File: config.mk
export PLATFORM = sky130hd
export DESIGN_NAME = regfile_port_master_flat
export DESIGN_NICKNAME = d
export VERILOG_FILES = /design/src/rtl/regfile_pkg.sv /design/src/rtl/regfile_port_master_if.sv /design/src/rtl/ack_sync2.sv /design/src/rtl/regfile_port_master.sv /design/src/flat_wrapper.sv
export SDC_FILE = /design/constraint.sdc
export NUM_CORES = 1
export LEC_CHECK = 0
export BUFFER_PORTS_ARGS = -buffer_cell sky130_fd_sc_hd__buf_4
export CAP_MARGIN = 20
export CELL_PAD_IN_SITES_DETAIL_PLACEMENT = 0
export CELL_PAD_IN_SITES_GLOBAL_PLACEMENT = 1
export CORE_ASPECT_RATIO = 1.1
export CORE_MARGIN = 5
export CORE_UTILIZATION = 37
export DETAILED_ROUTE_END_ITERATION = 8
export HOLD_SLACK_MARGIN = 0.03
export PLACE_DENSITY = 0.83
export SLEW_MARGIN = 40
export SYNTH_ARGS = -nofsm -noshare
export SYNTH_HDL_FRONTEND = slang
export SYNTH_HIERARCHICAL = 1
export SYNTH_SLANG_ARGS = --single-unit
File: constraint.sdc
create_clock -name clk -period 3.3 [get_ports clk]
set_input_delay 0.66 -clock clk [delete_from_list [all_inputs] [get_ports clk]]
set_output_delay 0.66 -clock clk [all_outputs]
set_load 0.1 [all_outputs]
File: src/rtl/regfile_pkg.sv
// Shared types and constants for the register-file port master.
// Holds the FSM state encoding and the phase-ordering helper.
package regfile_pkg;

    localparam int REG_IDX_W       = 5;
    localparam int TIMEOUT_DEFAULT = 255;

    typedef enum logic [2:0] {
        IDLE,
        WR_REQ,
        WR_REL,
        RA_REQ,
        RA_REL,
        RB_REQ,
        RB_REL,
        RESP
    } rpm_state_t;

    // First pending phase in write, A, B order; RESP when nothing is left.
    function automatic rpm_state_t next_phase(input logic wr_pend,
                                              input logic a_pend,
                                              input logic b_pend);
        rpm_state_t nxt;
        if (wr_pend)     nxt = WR_REQ;
        else if (a_pend) nxt = RA_REQ;
        else if (b_pend) nxt = RB_REQ;
        else             nxt = RESP;
        return nxt;
    endfunction

endpackage

File: src/rtl/regfile_port_master_if.sv
// Command/response handshake and register-file strobe bundle.
// master: the port master itself; slave: pipeline plus register file side.
interface regfile_port_master_if #(
    parameter int REG_SZ = 32
);
    import regfile_pkg::*;

    logic                 cmd_valid;
    logic                 cmd_ready;
    logic [REG_IDX_W-1:0] cmd_rs;
    logic [REG_IDX_W-1:0] cmd_rt;
    logic                 cmd_wb;
    logic [REG_IDX_W-1:0] cmd_rd;
    logic [REG_SZ-1:0]    cmd_wdata;

    logic                 rsp_valid;
    logic                 rsp_ready;
    logic [REG_SZ-1:0]    rsp_a;
    logic [REG_SZ-1:0]    rsp_b;
    logic                 rsp_err;

    logic [REG_IDX_W-1:0] r_idx;
    logic [REG_IDX_W-1:0] w_idx;
    logic                 re;
    logic                 we;
    logic [REG_SZ-1:0]    din;
    logic [REG_SZ-1:0]    dout;
    logic                 rack;
    logic                 wack;

    modport master (
        input  cmd_valid, cmd_rs, cmd_rt, cmd_wb, cmd_rd, cmd_wdata,
        input  rsp_ready, dout, rack, wack,
        output cmd_ready, rsp_valid, rsp_a, rsp_b, rsp_err,
        output r_idx, w_idx, re, we, din
    );

    modport slave (
        output cmd_valid, cmd_rs, cmd_rt, cmd_wb, cmd_rd, cmd_wdata,
        output rsp_ready, dout, rack, wack,
        input  cmd_ready, rsp_valid, rsp_a, rsp_b, rsp_err,
        input  r_idx, w_idx, re, we, din
    );

endinterface

File: src/rtl/ack_sync2.sv
// Two-flop synchroniser for an asynchronous acknowledge.
// Cleared to 0 by reset; q is the second-flop output.
module ack_sync2 (
    input  logic clk,
    input  logic rst_n,
    input  logic d,
    output logic q
);

    logic meta_q;
    logic sync_q;

    always_ff @(posedge clk or negedge rst_n) begin
        if (!rst_n) begin
            meta_q <= 1'b0;
            sync_q <= 1'b0;
        end else begin
            meta_q <= d;
            sync_q <= meta_q;
        end
    end

    assign q = sync_q;

endmodule

File: src/rtl/regfile_port_master.sv
// Four-phase re/rack, we/wack initiator: optional write-back, then reads A and B,
// operands returned on a valid/ready response port.
//
// state  | meaning
// -------+-----------------------------------------------------------
// IDLE   | waiting for a command; ready only once both acks read low
// WR_REQ | we high, waiting for synchronised wack = 1
// WR_REL | we low, waiting for synchronised wack = 0
// RA_REQ | re high for source A, capture dout when rack seen high
// RA_REL | re low, waiting for synchronised rack = 0
// RB_REQ | re high for source B, capture dout when rack seen high
// RB_REL | re low, waiting for synchronised rack = 0
// RESP   | response valid, held until rsp_ready
module regfile_port_master
    import regfile_pkg::*;
#(
    parameter int REG_SZ  = 32,
    parameter int TIMEOUT = TIMEOUT_DEFAULT
) (
    input logic                  clk,
    input logic                  rst_n,
    regfile_port_master_if.master bus
);

    localparam int CNT_W = ($clog2(TIMEOUT + 1) > 8) ? $clog2(TIMEOUT + 1) : 8;

    if (TIMEOUT < 8) begin : g_timeout_chk
        $error("regfile_port_master: TIMEOUT must be at least 8");
    end

    rpm_state_t           state_q, state_d;
    logic [CNT_W-1:0]     cnt_q, cnt_d;
    logic                 re_q, re_d;
    logic                 we_q, we_d;
    logic [REG_IDX_W-1:0] r_idx_q, r_idx_d;
    logic [REG_IDX_W-1:0] w_idx_q, w_idx_d;
    logic [REG_SZ-1:0]    din_q, din_d;
    logic [REG_IDX_W-1:0] rs_q, rs_d;
    logic [REG_IDX_W-1:0] rt_q, rt_d;
    logic [REG_SZ-1:0]    rsp_a_q, rsp_a_d;
    logic [REG_SZ-1:0]    rsp_b_q, rsp_b_d;
    logic                 rsp_err_q, rsp_err_d;
    logic                 rsp_valid_q, rsp_valid_d;
    logic [1:0]           warm_q, warm_d;

    logic rack_s;
    logic wack_s;
    logic cmd_ready;
    logic timed_out;
    logic in_phase;

    ack_sync2 u_rack_sync (.clk(clk), .rst_n(rst_n), .d(bus.rack), .q(rack_s));
    ack_sync2 u_wack_sync (.clk(clk), .rst_n(rst_n), .d(bus.wack), .q(wack_s));

    // The synchronisers restart at 0, so their output only means anything
    // two edges after reset; until then a responder may still hold its ack.
    assign cmd_ready = (state_q == IDLE) && !rack_s && !wack_s && warm_q[1];
    assign timed_out = (cnt_q == CNT_W'(TIMEOUT - 1));
    assign in_phase  = (state_q != IDLE) && (state_q != RESP);

    always_comb begin
        state_d   = state_q;
        cnt_d     = cnt_q;
        re_d      = re_q;
        we_d      = we_q;
        r_idx_d   = r_idx_q;
        w_idx_d   = w_idx_q;
        din_d     = din_q;
        rs_d      = rs_q;
        rt_d      = rt_q;
        rsp_a_d   = rsp_a_q;
        rsp_b_d   = rsp_b_q;
        rsp_err_d = rsp_err_q;
        warm_d    = warm_q[1] ? warm_q : warm_q + 2'd1;

        unique case (state_q)
            IDLE: begin
                if (bus.cmd_valid && cmd_ready) begin
                    rs_d      = bus.cmd_rs;
                    rt_d      = bus.cmd_rt;
                    w_idx_d   = bus.cmd_rd;
                    din_d     = bus.cmd_wdata;
                    rsp_a_d   = '0;
                    rsp_b_d   = '0;
                    rsp_err_d = 1'b0;
                    if (bus.cmd_rs != '0)      r_idx_d = bus.cmd_rs;
                    else if (bus.cmd_rt != '0) r_idx_d = bus.cmd_rt;
                    state_d = next_phase(bus.cmd_wb && (bus.cmd_rd != '0),
                                         bus.cmd_rs != '0, bus.cmd_rt != '0);
                end
            end
            WR_REQ: begin
                if (wack_s) begin
                    we_d    = 1'b0;
                    state_d = WR_REL;
                end
            end
            WR_REL: begin
                if (!wack_s) state_d = next_phase(1'b0, rs_q != '0, rt_q != '0);
            end
            RA_REQ: begin
                if (rack_s) begin
                    rsp_a_d = bus.dout;
                    re_d    = 1'b0;
                    state_d = RA_REL;
                end
            end
            RA_REL: begin
                if (!rack_s) begin
                    r_idx_d = (rt_q != '0) ? rt_q : r_idx_q;
                    state_d = next_phase(1'b0, 1'b0, rt_q != '0);
                end
            end
            RB_REQ: begin
                if (rack_s) begin
                    rsp_b_d = bus.dout;
                    re_d    = 1'b0;
                    state_d = RB_REL;
                end
            end
            RB_REL: begin
                if (!rack_s) state_d = RESP;
            end
            RESP: begin
                if (bus.rsp_ready) state_d = IDLE;
            end
            default: state_d = IDLE;
        endcase

        // A stalled phase abandons everything still pending.
        if (in_phase && (state_d == state_q) && timed_out) begin
            re_d      = 1'b0;
            we_d      = 1'b0;
            rsp_err_d = 1'b1;
            state_d   = RESP;
        end

        if (state_d != state_q) begin
            cnt_d = '0;
            if (state_d == WR_REQ) we_d = 1'b1;
            if ((state_d == RA_REQ) || (state_d == RB_REQ)) re_d = 1'b1;
        end else if (cnt_q != '1) begin
            cnt_d = cnt_q + 1'b1;
        end

        rsp_valid_d = (state_d == RESP);
    end

    always_ff @(posedge clk or negedge rst_n) begin
        if (!rst_n) begin
            state_q     <= IDLE;
            cnt_q       <= '0;
            re_q        <= 1'b0;
            we_q        <= 1'b0;
            r_idx_q     <= '0;
            w_idx_q     <= '0;
            din_q       <= '0;
            rs_q        <= '0;
            rt_q        <= '0;
            rsp_a_q     <= '0;
            rsp_b_q     <= '0;
            rsp_err_q   <= 1'b0;
            rsp_valid_q <= 1'b0;
            warm_q      <= '0;
        end else begin
            state_q     <= state_d;
            cnt_q       <= cnt_d;
            re_q        <= re_d;
            we_q        <= we_d;
            r_idx_q     <= r_idx_d;
            w_idx_q     <= w_idx_d;
            din_q       <= din_d;
            rs_q        <= rs_d;
            rt_q        <= rt_d;
            rsp_a_q     <= rsp_a_d;
            rsp_b_q     <= rsp_b_d;
            rsp_err_q   <= rsp_err_d;
            rsp_valid_q <= rsp_valid_d;
            warm_q      <= warm_d;
        end
    end

    assign bus.cmd_ready = cmd_ready;
    assign bus.rsp_valid = rsp_valid_q;
    assign bus.rsp_a     = rsp_a_q;
    assign bus.rsp_b     = rsp_b_q;
    assign bus.rsp_err   = rsp_err_q;
    assign bus.r_idx     = r_idx_q;
    assign bus.w_idx     = w_idx_q;
    assign bus.re        = re_q;
    assign bus.we        = we_q;
    assign bus.din       = din_q;

endmodule
File: src/flat_wrapper.sv
// flat-port wrapper written by rule: the top's interface ports become plain ports
module regfile_port_master_flat import regfile_pkg::*;
#(
    parameter int REG_SZ  = 32,
    parameter int TIMEOUT = TIMEOUT_DEFAULT
)
  (clk, rst_n, bus_cmd_valid, bus_cmd_rs, bus_cmd_rt, bus_cmd_wb, bus_cmd_rd, bus_cmd_wdata, bus_rsp_ready, bus_dout, bus_rack, bus_wack, bus_cmd_ready, bus_rsp_valid, bus_rsp_a, bus_rsp_b, bus_rsp_err, bus_r_idx, bus_w_idx, bus_re, bus_we, bus_din);
  regfile_port_master_if #(.REG_SZ(REG_SZ)) bus_i ();
  input logic clk;
  input logic rst_n;
  input wire logic [$bits(bus_i.cmd_valid)-1:0] bus_cmd_valid;
  input wire logic [$bits(bus_i.cmd_rs)-1:0] bus_cmd_rs;
  input wire logic [$bits(bus_i.cmd_rt)-1:0] bus_cmd_rt;
  input wire logic [$bits(bus_i.cmd_wb)-1:0] bus_cmd_wb;
  input wire logic [$bits(bus_i.cmd_rd)-1:0] bus_cmd_rd;
  input wire logic [$bits(bus_i.cmd_wdata)-1:0] bus_cmd_wdata;
  input wire logic [$bits(bus_i.rsp_ready)-1:0] bus_rsp_ready;
  input wire logic [$bits(bus_i.dout)-1:0] bus_dout;
  input wire logic [$bits(bus_i.rack)-1:0] bus_rack;
  input wire logic [$bits(bus_i.wack)-1:0] bus_wack;
  output wire logic [$bits(bus_i.cmd_ready)-1:0] bus_cmd_ready;
  output wire logic [$bits(bus_i.rsp_valid)-1:0] bus_rsp_valid;
  output wire logic [$bits(bus_i.rsp_a)-1:0] bus_rsp_a;
  output wire logic [$bits(bus_i.rsp_b)-1:0] bus_rsp_b;
  output wire logic [$bits(bus_i.rsp_err)-1:0] bus_rsp_err;
  output wire logic [$bits(bus_i.r_idx)-1:0] bus_r_idx;
  output wire logic [$bits(bus_i.w_idx)-1:0] bus_w_idx;
  output wire logic [$bits(bus_i.re)-1:0] bus_re;
  output wire logic [$bits(bus_i.we)-1:0] bus_we;
  output wire logic [$bits(bus_i.din)-1:0] bus_din;
  assign bus_i.cmd_valid = bus_cmd_valid;
  assign bus_i.cmd_rs = bus_cmd_rs;
  assign bus_i.cmd_rt = bus_cmd_rt;
  assign bus_i.cmd_wb = bus_cmd_wb;
  assign bus_i.cmd_rd = bus_cmd_rd;
  assign bus_i.cmd_wdata = bus_cmd_wdata;
  assign bus_i.rsp_ready = bus_rsp_ready;
  assign bus_i.dout = bus_dout;
  assign bus_i.rack = bus_rack;
  assign bus_i.wack = bus_wack;
  assign bus_cmd_ready = bus_i.cmd_ready;
  assign bus_rsp_valid = bus_i.rsp_valid;
  assign bus_rsp_a = bus_i.rsp_a;
  assign bus_rsp_b = bus_i.rsp_b;
  assign bus_rsp_err = bus_i.rsp_err;
  assign bus_r_idx = bus_i.r_idx;
  assign bus_w_idx = bus_i.w_idx;
  assign bus_re = bus_i.re;
  assign bus_we = bus_i.we;
  assign bus_din = bus_i.din;
  regfile_port_master #(.REG_SZ(REG_SZ), .TIMEOUT(TIMEOUT)) u_core (.clk(clk), .rst_n(rst_n), .bus(bus_i));
endmodule
==> out/summary.txt, run 1 <==
final instance area: 0.00814 mm^2
final setup vio count: 0
vias in the first global route: 5177
Die Height: 142 um
Post-Synthesis Cell Area: 0.00587 mm^2
fin cells: 1060
crit path launch type: flop
Crit-path slowest cell: dfrtp_1
initial core utilization: 37.5%
GPL Wtd Cong: 0.805
Post-Synthesis Cells: 658
Post-Syn Area per Cell: 8.93 um^2
Worst EP required: 3570 ps
Post-synth EDFFs: 0
Period minus WS final: 2900 ps
Slew @ Worst Pin: 637 ps
leading area contributor after synthesis: dfrtp_1
top-count cell post-synth: nand2_1
first-pass GRT wire length: 25800 um
crit-path max cell delay: 720 ps
layout cell share with drive strength beyond 1: 30.5%
Vias/cell: 4.83
CP bufs+invs: 0
Synth cell types: 46
via count: 5117
placed instance area: 0.00755 mm^2
CTS Buf Count: 17
post-route ant nets: 0
crit path capture type: flop
setup TNS: 0 ps
Final Hold Viols: 0
RSZ-0062 raised after global routing: no
Hold/Removal Path Class: in -> async
Worst EP arrival: 3170 ps
initial antenna violation count: 0
total die area: 0.0185 mm^2
Max Clock Skew: 7.12 ps
ranking of synthesized cells by area: dfrtp_1 (58%), nand2_1 (18%), o21ai_0 (3.7%)
Net Count, Synth: 746
register area share after synthesis: 58.4%
Starting DRT DRC Count: 314
CP top delay family: compound AO/OA/AOI/OAI gates
Max-slew headroom: 57.5%
worst skew pair latency: 410 ps
area share of the largest cell type after synthesis: 58.4%
final WL: 16100 um
outcome: finished, final reports clean
CP max FO: 20
IO Count: 197
antenna diode instance count: 0
clock root cell: clkbuf_16
TritonCTS clock tree: built
port bufs: 196
PostCTS Resize Cnt: 0
Clock Sink Count: 137
Final #Nets: 935
asr flop ratio synth: 100%
FMAX: 345 MHz
# hold bufs at CTS: 0
clock transition at the registers of the reported paths: 60 ps
final routed DRC violation total: 0
placed cell count: 1028
CP Cell Sequence: nor2_1, and3_2, o211ai_1, a32oi_2, or3_2, a2111o_1, o2bb2ai_1
Clock Tree Buf Depth: 2
die width: 130 um
WS Path Type: reg -> reg
yosys warns: 6
Core Area: 0.0157 mm^2
Tcrit/Tclk final: 87.9%
First-pass DRT Iterations: 4
Synth Flop Type: dfrtp_1
GRT Util Overall: 17.4%
WL/cell: 15.2 um
grt ovf: 0
hpwl dp: 11500 um
pin count of the biggest net entering global routing: 65
max_cap viols: 0
Slew Viols, Final: 0
Synth top cells by count: nand2_1 (285), dfrtp_1 (137), o21ai_0 (43)
Layout area overhead: 38.5%
number of synthesized register bits: 137
H-tree depth: 4
Cell Rows: 48
Post-CTS Setup Bufs: 0
## sequential cells by signal (all words and copies together) (netlist names), 3 cells and up
signal / flops
u_core/bus.w_idx: 5
u_core/state_q: 3
u_core/bus.rsp_b: 32
u_core/bus.r_idx: 5
u_core/cnt_q: 8
u_core/rs_q: 5
u_core/rt_q: 5
u_core/bus.din: 32
u_core/bus.rsp_a: 32
## cells in the final DEF, fill, tap and decap left out, types with 3 or more instances in the layout
master	Yosys	routed
buf_4	7	207
nor3_1	7	7
clkbuf_8	0	3
and3_1	4	3
clkinvlp_4	0	6
xor2_1	4	4
inv_1	4	4
a21oi_1	13	12
nand3_1	36	36
nand4_1	3	3
o211ai_1	5	5
o21ai_0	43	43
mux2_2	4	4
inv_6	0	3
nand2_1	285	284
a211oi_2	3	3
nor2b_1	3	3
nor2_1	24	22
xnor2_1	3	3
dfrtp_1	137	137
clkbuf_16	0	17
## kinds of logic (layout without fill, tap and decap cells)
group / count (synthesis) / in the layout / synth area share [%]
simple gates: 380 / 380 / 26.9
flops: 137 / 137 / 58.4
compound gates: 82 / 82 / 8.48
buf+inv: 44 / 246 / 3.64
xor+xnor: 7 / 7 / 1.04
mux: 6 / 6 / 1.11
fa+ha+maj: 2 / 2 / 0.426
## stage by stage
step / utilization [%] / hold slack [ps] / setup WS [ps]
floorplan: - / 331 / 744
global placement: 48.2 / 333 / 210
detailed placement: 48.2 / 350 / 164
CTS: 51.9 / 204 / 388
global route: 51.9 / 230 / 209
finish: 51.9 / 205 / 399
## worst reg2reg max path, cell delays in order, from the launching register on
cell and delay (ps):
dfrtp_1 720, nor2_1 140, and3_2 320, o211ai_1 170, a32oi_2 120, or3_2 480, a2111o_1 610, o2bb2ai_1 200
## final timing paths
kind	startpoint	to	slack [ps]	cells past startpoint
worst max-delay path	u_core/state_q[2]$_DFF_PN0_	u_core/bus.re$_DFF_PN0_	400	7
worst min-delay path	rst_n	u_core/bus.din[5]$_DFFE_PN0P_	200	1
worst max register to register	u_core/state_q[2]$_DFF_PN0_	u_core/bus.re$_DFF_PN0_	400	7
worst min register to register	u_core/u_wack_sync/meta_q$_DFF_PN0_	u_core/u_wack_sync/q$_DFF_PN0_	360	0
max in group asynchronous	rst_n	u_core/bus.rsp_a[2]$_DFFE_PN0P_	2300	2
min in group clk	bus_wack	u_core/u_wack_sync/meta_q$_DFF_PN0_	360	1
## final cells by class
class	instances	area, um^2
timing repair buffer	210	1610
clock buffer	20	467
tap	200	250
clock inverter	12	115
multi-input combinational	477	2260
inverter	4	15.0
sequential	137	3430
fill	1539	7540
## per-layer routing
| metal | global-route usage (%) | routed length, um | up-vias |
|---|---|---|---|
| met1 | 22.1 | 6890 | 2416 |
| met5 | 0 | 0 | - |
| li1 | - | - | 2528 |
| met4 | 5.96 | 233 | 0 |
| met2 | 28.4 | 7810 | 156 |
| met3 | 5.18 | 1160 | 17 |
Power of run 1 is not shown: default switching activity piles up to over one toggle a cycle in this logic, so the estimate is an artifact.
==> inputs of run 2 (changes only) <==
--- a/config.mk
+++ b/config.mk
@@ -17,3 +17,4 @@
 export PLACE_DENSITY = 0.83
-export SLEW_MARGIN = 40
+export SKIP_CTS_REPAIR_TIMING = 1
+export SLEW_MARGIN = 20
 export SYNTH_ARGS = -nofsm -noshare
==> constraint.sdc (replaced) <==
create_clock -name clk -period 3.3 [get_ports clk]
set_input_delay 0.99 -clock clk [delete_from_list [all_inputs] [get_ports clk]]
set_output_delay 0.99 -clock clk [all_outputs]
set_load 0.1 [all_outputs]
==> run 2 against run 1 <==
Against the previous run: sequential share of layout area is 0.51 points lower; core utilization grew 0.63 points; maximum frequency down 1.6%; sequential cell count unchanged; die area unchanged; first-iteration DRC count decreased by 18%; final cell count increased by 0.19%.
==> out/summary.txt, run 2 (synthesis results as in run 1) <==
Slew Viols, Final: 0 (unchanged)
initial antenna violation count: 0 (unchanged)
FMAX: 339 MHz (-1.6%)
Crit-path slowest cell: dfrtp_1
Cell Rows: 48 (unchanged)
Die Height: 142 um (unchanged)
total die area: 0.0185 mm^2 (unchanged)
placed instance area: 0.00756 mm^2 (about the same)
Worst EP arrival: 1960 ps (-1210 ps)
crit path launch type: flop
vias in the first global route: 5043 (-2.6%)
Clock Tree Buf Depth: 2 (unchanged)
Top Usage Layer GRT: met2
worst skew pair latency: 410 ps (about the same)
first-pass GRT wire length: 26100 um (+0.88%)
GRT Util Overall: 17.7% (+0.26 points)
Core Area: 0.0157 mm^2 (unchanged)
layout cell share with drive strength beyond 1: 30.4% (-0.071 points)
clock root cell: clkbuf_16
Starting DRT DRC Count: 256 (-18%)
TritonCTS clock tree: built
final WL: 16200 um (+0.61%)
most common cell after layout, fill and taps aside: nand2_1
Worst EP required: 2310 ps (-1260 ps)
Slew @ Worst Pin: 640 ps (+3.02 ps)
Max-slew headroom: 57.3% (-0.16 points)
via count: 5114 (-0.059%)
final setup vio count: 0 (unchanged)
Tcrit/Tclk final: 89.4% (+1.5 points)
crit path capture type: output pin
Final WS setup: 350 ps (-48.3 ps)
First-pass DRT Iterations: 6 (+2)
Vias/cell: 4.82 (-0.25%)
CTS Buf Count: 17 (unchanged)
hpwl dp: 11200 um (-2.7%)
outcome: finished, final reports clean
final routed DRC violation total: 0 (unchanged)
H-tree depth: 4 (unchanged)
CP max FO: 22 (+10%)
antenna diode instance count: 0 (unchanged)
WS Path Type: reg -> out
max_cap viols: 0 (unchanged)
Clock Sink Count: 137 (unchanged)
Period minus WS final: 2950 ps (+48.3 ps)
crit-path max cell delay: 610 ps (-110 ps)
GRT met2 Usage: 28.8% (+0.35 points)
Final Hold Viols: 0 (unchanged)
initial core utilization: 37.5% (unchanged)
Layout area overhead: 40.2%
WL/cell: 15.2 um (+0.42%)
Hold/Removal Path Class: reg -> reg
grt ovf: 0 (unchanged)
CP Cell Sequence: nor4b_1, and2_1, buf_4
RSZ-0062 raised after global routing: no
GPL Wtd Cong: 0.798 (-0.98%)
port bufs: 196 (unchanged)
Max Clock Skew: 11.2 ps (+4.07 ps)
die width: 130 um (unchanged)
commonest cells after routing, fill and taps aside: nand2_1 (284), buf_4 (210), dfrtp_1 (137), o21ai_0 (43), nand3_1 (36)
IO Count: 197 (unchanged)
post-route ant nets: 0 (unchanged)
Final #Nets: 937 (+0.21%)
clock transition at the registers of the reported paths: 60 ps (about the same)
worst hold slack: 348 ps (+143 ps)
M1 GR Usage: 22.6% (+0.48 points)
pin count of the biggest net entering global routing: 65 (unchanged)
pre-CTS WS: -49.6 ps (-214 ps)
final instance area: 0.00824 mm^2 (+1.2%)
grt met3 use: 5.52% (+0.34 points)
-- run 2: cell types whose count changed in the layout (fill, tap and decap cells not counted) --
cell	before	now
buf_12	2	1
clkinvlp_4	6	2
bufinv_16	1	6
buf_4	207	210
clkbuf_1	0	2
clkbuf_8	3	2
clkinv_4	1	2
inv_6	3	0
-- run 2: final cells by class --
type                    instances  area, um^2
multi-input cells             477        2260
flip-flops and latches        137        3430
clock buffers                  21         460
well taps                     200         250
clock inverters                11         218
fillers                      1524        7440
repair buffers                212        1610
inverters                       4        15.0
-- run 2: path summary, 6_finish.rpt --
| path | start | endpoint | slack (ps) | depth (start not counted) |
|---|---|---|---|---|
| max in group asynchronous | rst_n | u_core/bus.rsp_b[16]$_DFFE_PN0P_ | 2100 | 2 |
| max | u_core/state_q[1]$_DFF_PN0_ | bus_cmd_ready | 350 | 3 |
| min reg2reg | u_core/u_rack_sync/meta_q$_DFF_PN0_ | u_core/u_rack_sync/q$_DFF_PN0_ | 350 | 0 |
| min in group asynchronous | rst_n | u_core/bus.din[5]$_DFFE_PN0P_ | 520 | 1 |
| min | u_core/u_rack_sync/meta_q$_DFF_PN0_ | u_core/u_rack_sync/q$_DFF_PN0_ | 350 | 0 |
| max reg2reg | u_core/state_q[1]$_DFF_PN0_ | u_core/bus.re$_DFF_PN0_ | 500 | 8 |
-- run 2: routing by layer --
metal	vias up	part of all wire [%]
met3	17	7.9
li1	2530	-
met4	0	1.5
met5	-	0
met1	2386	43
met2	181	48
-- run 2: critical path, delay by kind of cell, from the launching register on --
family | cells | cell delay [ps]
flops | 1 | 610
simple gates | 2 | 640
buf+inv | 1 | 300
-- run 2: per-stage QoR --
step | std cells | util (%) | TNS (ps)
finish | 1062 | 52.5 | 0
global route | 1062 | 52.5 | 0
CTS | 1062 | 52.5 | 0
detailed placement | 1030 | 48.2 | -132
global placement | 1030 | 48.2 | 0
floorplan | 658 | - | 0
Power of run 2 is left out for the same reason.
==> inputs of run 3 (changes only) <==
--- a/config.mk
+++ b/config.mk
@@ -7,3 +7,3 @@
 export LEC_CHECK = 0
-export BUFFER_PORTS_ARGS = -buffer_cell sky130_fd_sc_hd__buf_4
+export BUFFER_PORTS_ARGS = -buffer_cell sky130_fd_sc_hd__buf_2
 export CAP_MARGIN = 20
--- a/constraint.sdc
+++ b/constraint.sdc
@@ -3,2 +3,2 @@
 set_output_delay 0.99 -clock clk [all_outputs]
-set_load 0.1 [all_outputs]
+set_load 0.02 [all_outputs]
==> run 3 against run 2 <==
Against the previous run: die area is the same; wire length decreased by 2.5%; sequential share of layout area increased by 2.8 points; clock skew fell by 6.0 ps; register-to-register slack better by 160 ps; critical path type is now in -> reg; final cell count increased by 0.19%; core utilization down 3.4 points.
==> out/summary.txt, run 3 (synthesis results as in run 1) <==
outcome: finished, final reports clean
WL/cell: 14.8 um (-2.7%)
TritonCTS clock tree: built
first-pass GRT wire length: 25600 um (-1.6%)
max_cap viols: 0 (unchanged)
clock transition at the registers of the reported paths: 60 ps (about the same)
Core Area: 0.0157 mm^2 (unchanged)
Cell Rows: 48 (unchanged)
final instance area: 0.00771 mm^2 (-6.4%)
H-tree depth: 4 (unchanged)
total die area: 0.0185 mm^2 (unchanged)
via count: 5062 (-1.0%)
crit path capture type: flop
Period minus WS final: 2910 ps (-37.5 ps)
PwrDens: 1050 mW/mm^2
final WL: 15800 um (-2.5%)
Logic pwr share: 40.2%
antenna diode instance count: 0 (unchanged)
Die Height: 142 um (unchanged)
Clock Sink Count: 137 (unchanged)
clock root cell: clkbuf_16
Layout area overhead: 31.2%
worst skew pair latency: 400 ps (about the same)
P_int: 0.00480 W
Vias/cell: 4.76 (-1.2%)
final routed DRC violation total: 0 (unchanged)
placed instance area: 0.00708 mm^2 (-6.3%)
Max Clock Skew: 5.20 ps (-5.99 ps)
initial core utilization: 37.5% (unchanged)
pin count of the biggest net entering global routing: 84 (+29%)
cell leakage power: 4.19 nW
FMAX: 343 MHz (+1.3%)
switch share: 40.7%
Slew Viols, Final: 0 (unchanged)
vias in the first global route: 5040 (-0.059%)
total chip power: 0.00810 W
grt ovf: 0 (unchanged)
Slew @ Worst Pin: 698 ps (+57.8 ps)
worst IR drop on VDD: 0.470 mV
Crit-path slowest cell: or4_1
CP Cell Sequence: buf_2, or4_1, o21ai_1, o211ai_1, a32oi_2, o311ai_1, a2111o_1, buf_4, nor3_4
GPL Wtd Cong: 0.810 (+1.6%)
Hold/Removal Path Class: reg -> reg
most common cell after layout, fill and taps aside: nand2_1
clock network power share: 24.4%
Flop pwr share: 35.4%
GRT Util Overall: 17.3% (-0.43 points)
crit path launch type: primary input
port bufs: 196 (unchanged)
crit-path max cell delay: 510 ps (-100 ps)
Worst EP arrival: 3240 ps (+1280 ps)
initial antenna violation count: 0 (unchanged)
Clock Tree Buf Depth: 2 (unchanged)
CP max FO: 8 (-64%)
layout cell share with drive strength beyond 1: 30.7% (+0.28 points)
Tcrit/Tclk final: 88.2% (-1.1 points)
CTS Buf Count: 17 (unchanged)
commonest cells after routing, fill and taps aside: nand2_1 (284), buf_2 (195), dfrtp_1 (137), o21ai_0 (43), nand3_1 (36)
final setup vio count: 0 (unchanged)
Worst EP required: 3630 ps (+1320 ps)
Starting DRT DRC Count: 277 (+8.2%)
hpwl dp: 10900 um (-2.3%)
setup TNS: 0 ps (unchanged)
die width: 130 um (unchanged)
Max-slew headroom: 53.5% (-3.9 points)
post-route ant nets: 0 (unchanged)
RSZ-0062 raised after global routing: no
Final Hold Viols: 0 (unchanged)
Final #Nets: 939 (+0.21%)
Net Sw Power: 0.00329 W
pre-CTS WS: -34.2 ps (+15.4 ps)
WS Path Type: in -> reg
IO Count: 197 (unchanged)
Final WS setup: 388 ps (+37.5 ps)
First-pass DRT Iterations: 4 (-2)
[run 3: cell types whose count changed in the layout (fill, tap and decap cells not counted), sizes merged]
| cell | change |
|---|---|
| clkinvlp | +1 |
| bufinv | -3 |
| clkbuf | +1 |
| buf | +2 |
| inv | +1 |
[run 3: critical path: cells and delay by family]
family	cells	cell delay (ps)
AOI/OAI and AO/OA	5	1290
buffers and inverters	2	290
and+or+nand+nor	2	670
[run 3: path summary, 6_finish.rpt]
path | from | endpoint | slack (ps) | cells past startpoint
worst max-delay path | bus_cmd_rd[0] | u_core/cnt_q[2]$_DFFE_PN0P_ | 390 | 9
worst min-delay path | u_core/u_rack_sync/meta_q$_DFF_PN0_ | u_core/u_rack_sync/q$_DFF_PN0_ | 350 | 0
worst max register to register | u_core/u_rack_sync/q$_DFF_PN0_ | u_core/cnt_q[2]$_DFFE_PN0P_ | 660 | 8
worst min register to register | u_core/u_rack_sync/meta_q$_DFF_PN0_ | u_core/u_rack_sync/q$_DFF_PN0_ | 350 | 0
max in group asynchronous | rst_n | u_core/bus.din[18]$_DFFE_PN0P_ | 2110 | 2
min in group asynchronous | rst_n | u_core/bus.din[0]$_DFFE_PN0P_ | 590 | 2
[run 3: area by class of cell]
type,instances,area (um^2)
repair buffers,214,1130
inverters,4,15.0
fillers,1533,7970
clock buffers,22,484
flip-flops and latches,137,3430
multi-input cells,477,2260
well taps,200,250
clock inverters,10,140
[run 3: routing by layer]
layer | vias to the layer above | wire [um] | track usage, %
li1 | 2528 | - | -
met1 | 2347 | 6810 | 22.0
met2 | 165 | 7460 | 28.2
met3 | 22 | 1260 | 5.22
met4 | 0 | 242 | 5.53
met5 | - | 0 | 0
[run 3: stage by stage]
step                      hold WS (ps)  utilization (%)  std cells
after floorplan                    331                -        658
after global placement             334             45.2       1032
after detailed placement           337             45.2       1032
after CTS                          351             49.2       1064
after global routing               361             49.2       1064
final                              349             49.2       1064
[run 3: power by group through the flow]
stage                     clock network [W]  registers, W  logic [W]
after floorplan                           0       0.00367    0.00130
after global placement                    0       0.00288    0.00326
after detailed placement                  0       0.00289    0.00331
after CTS                           0.00203       0.00288    0.00330
after global routing                0.00210       0.00297    0.00360
final                               0.00198       0.00287    0.00325
No activity file was read; power rests on OpenSTA's default activity.
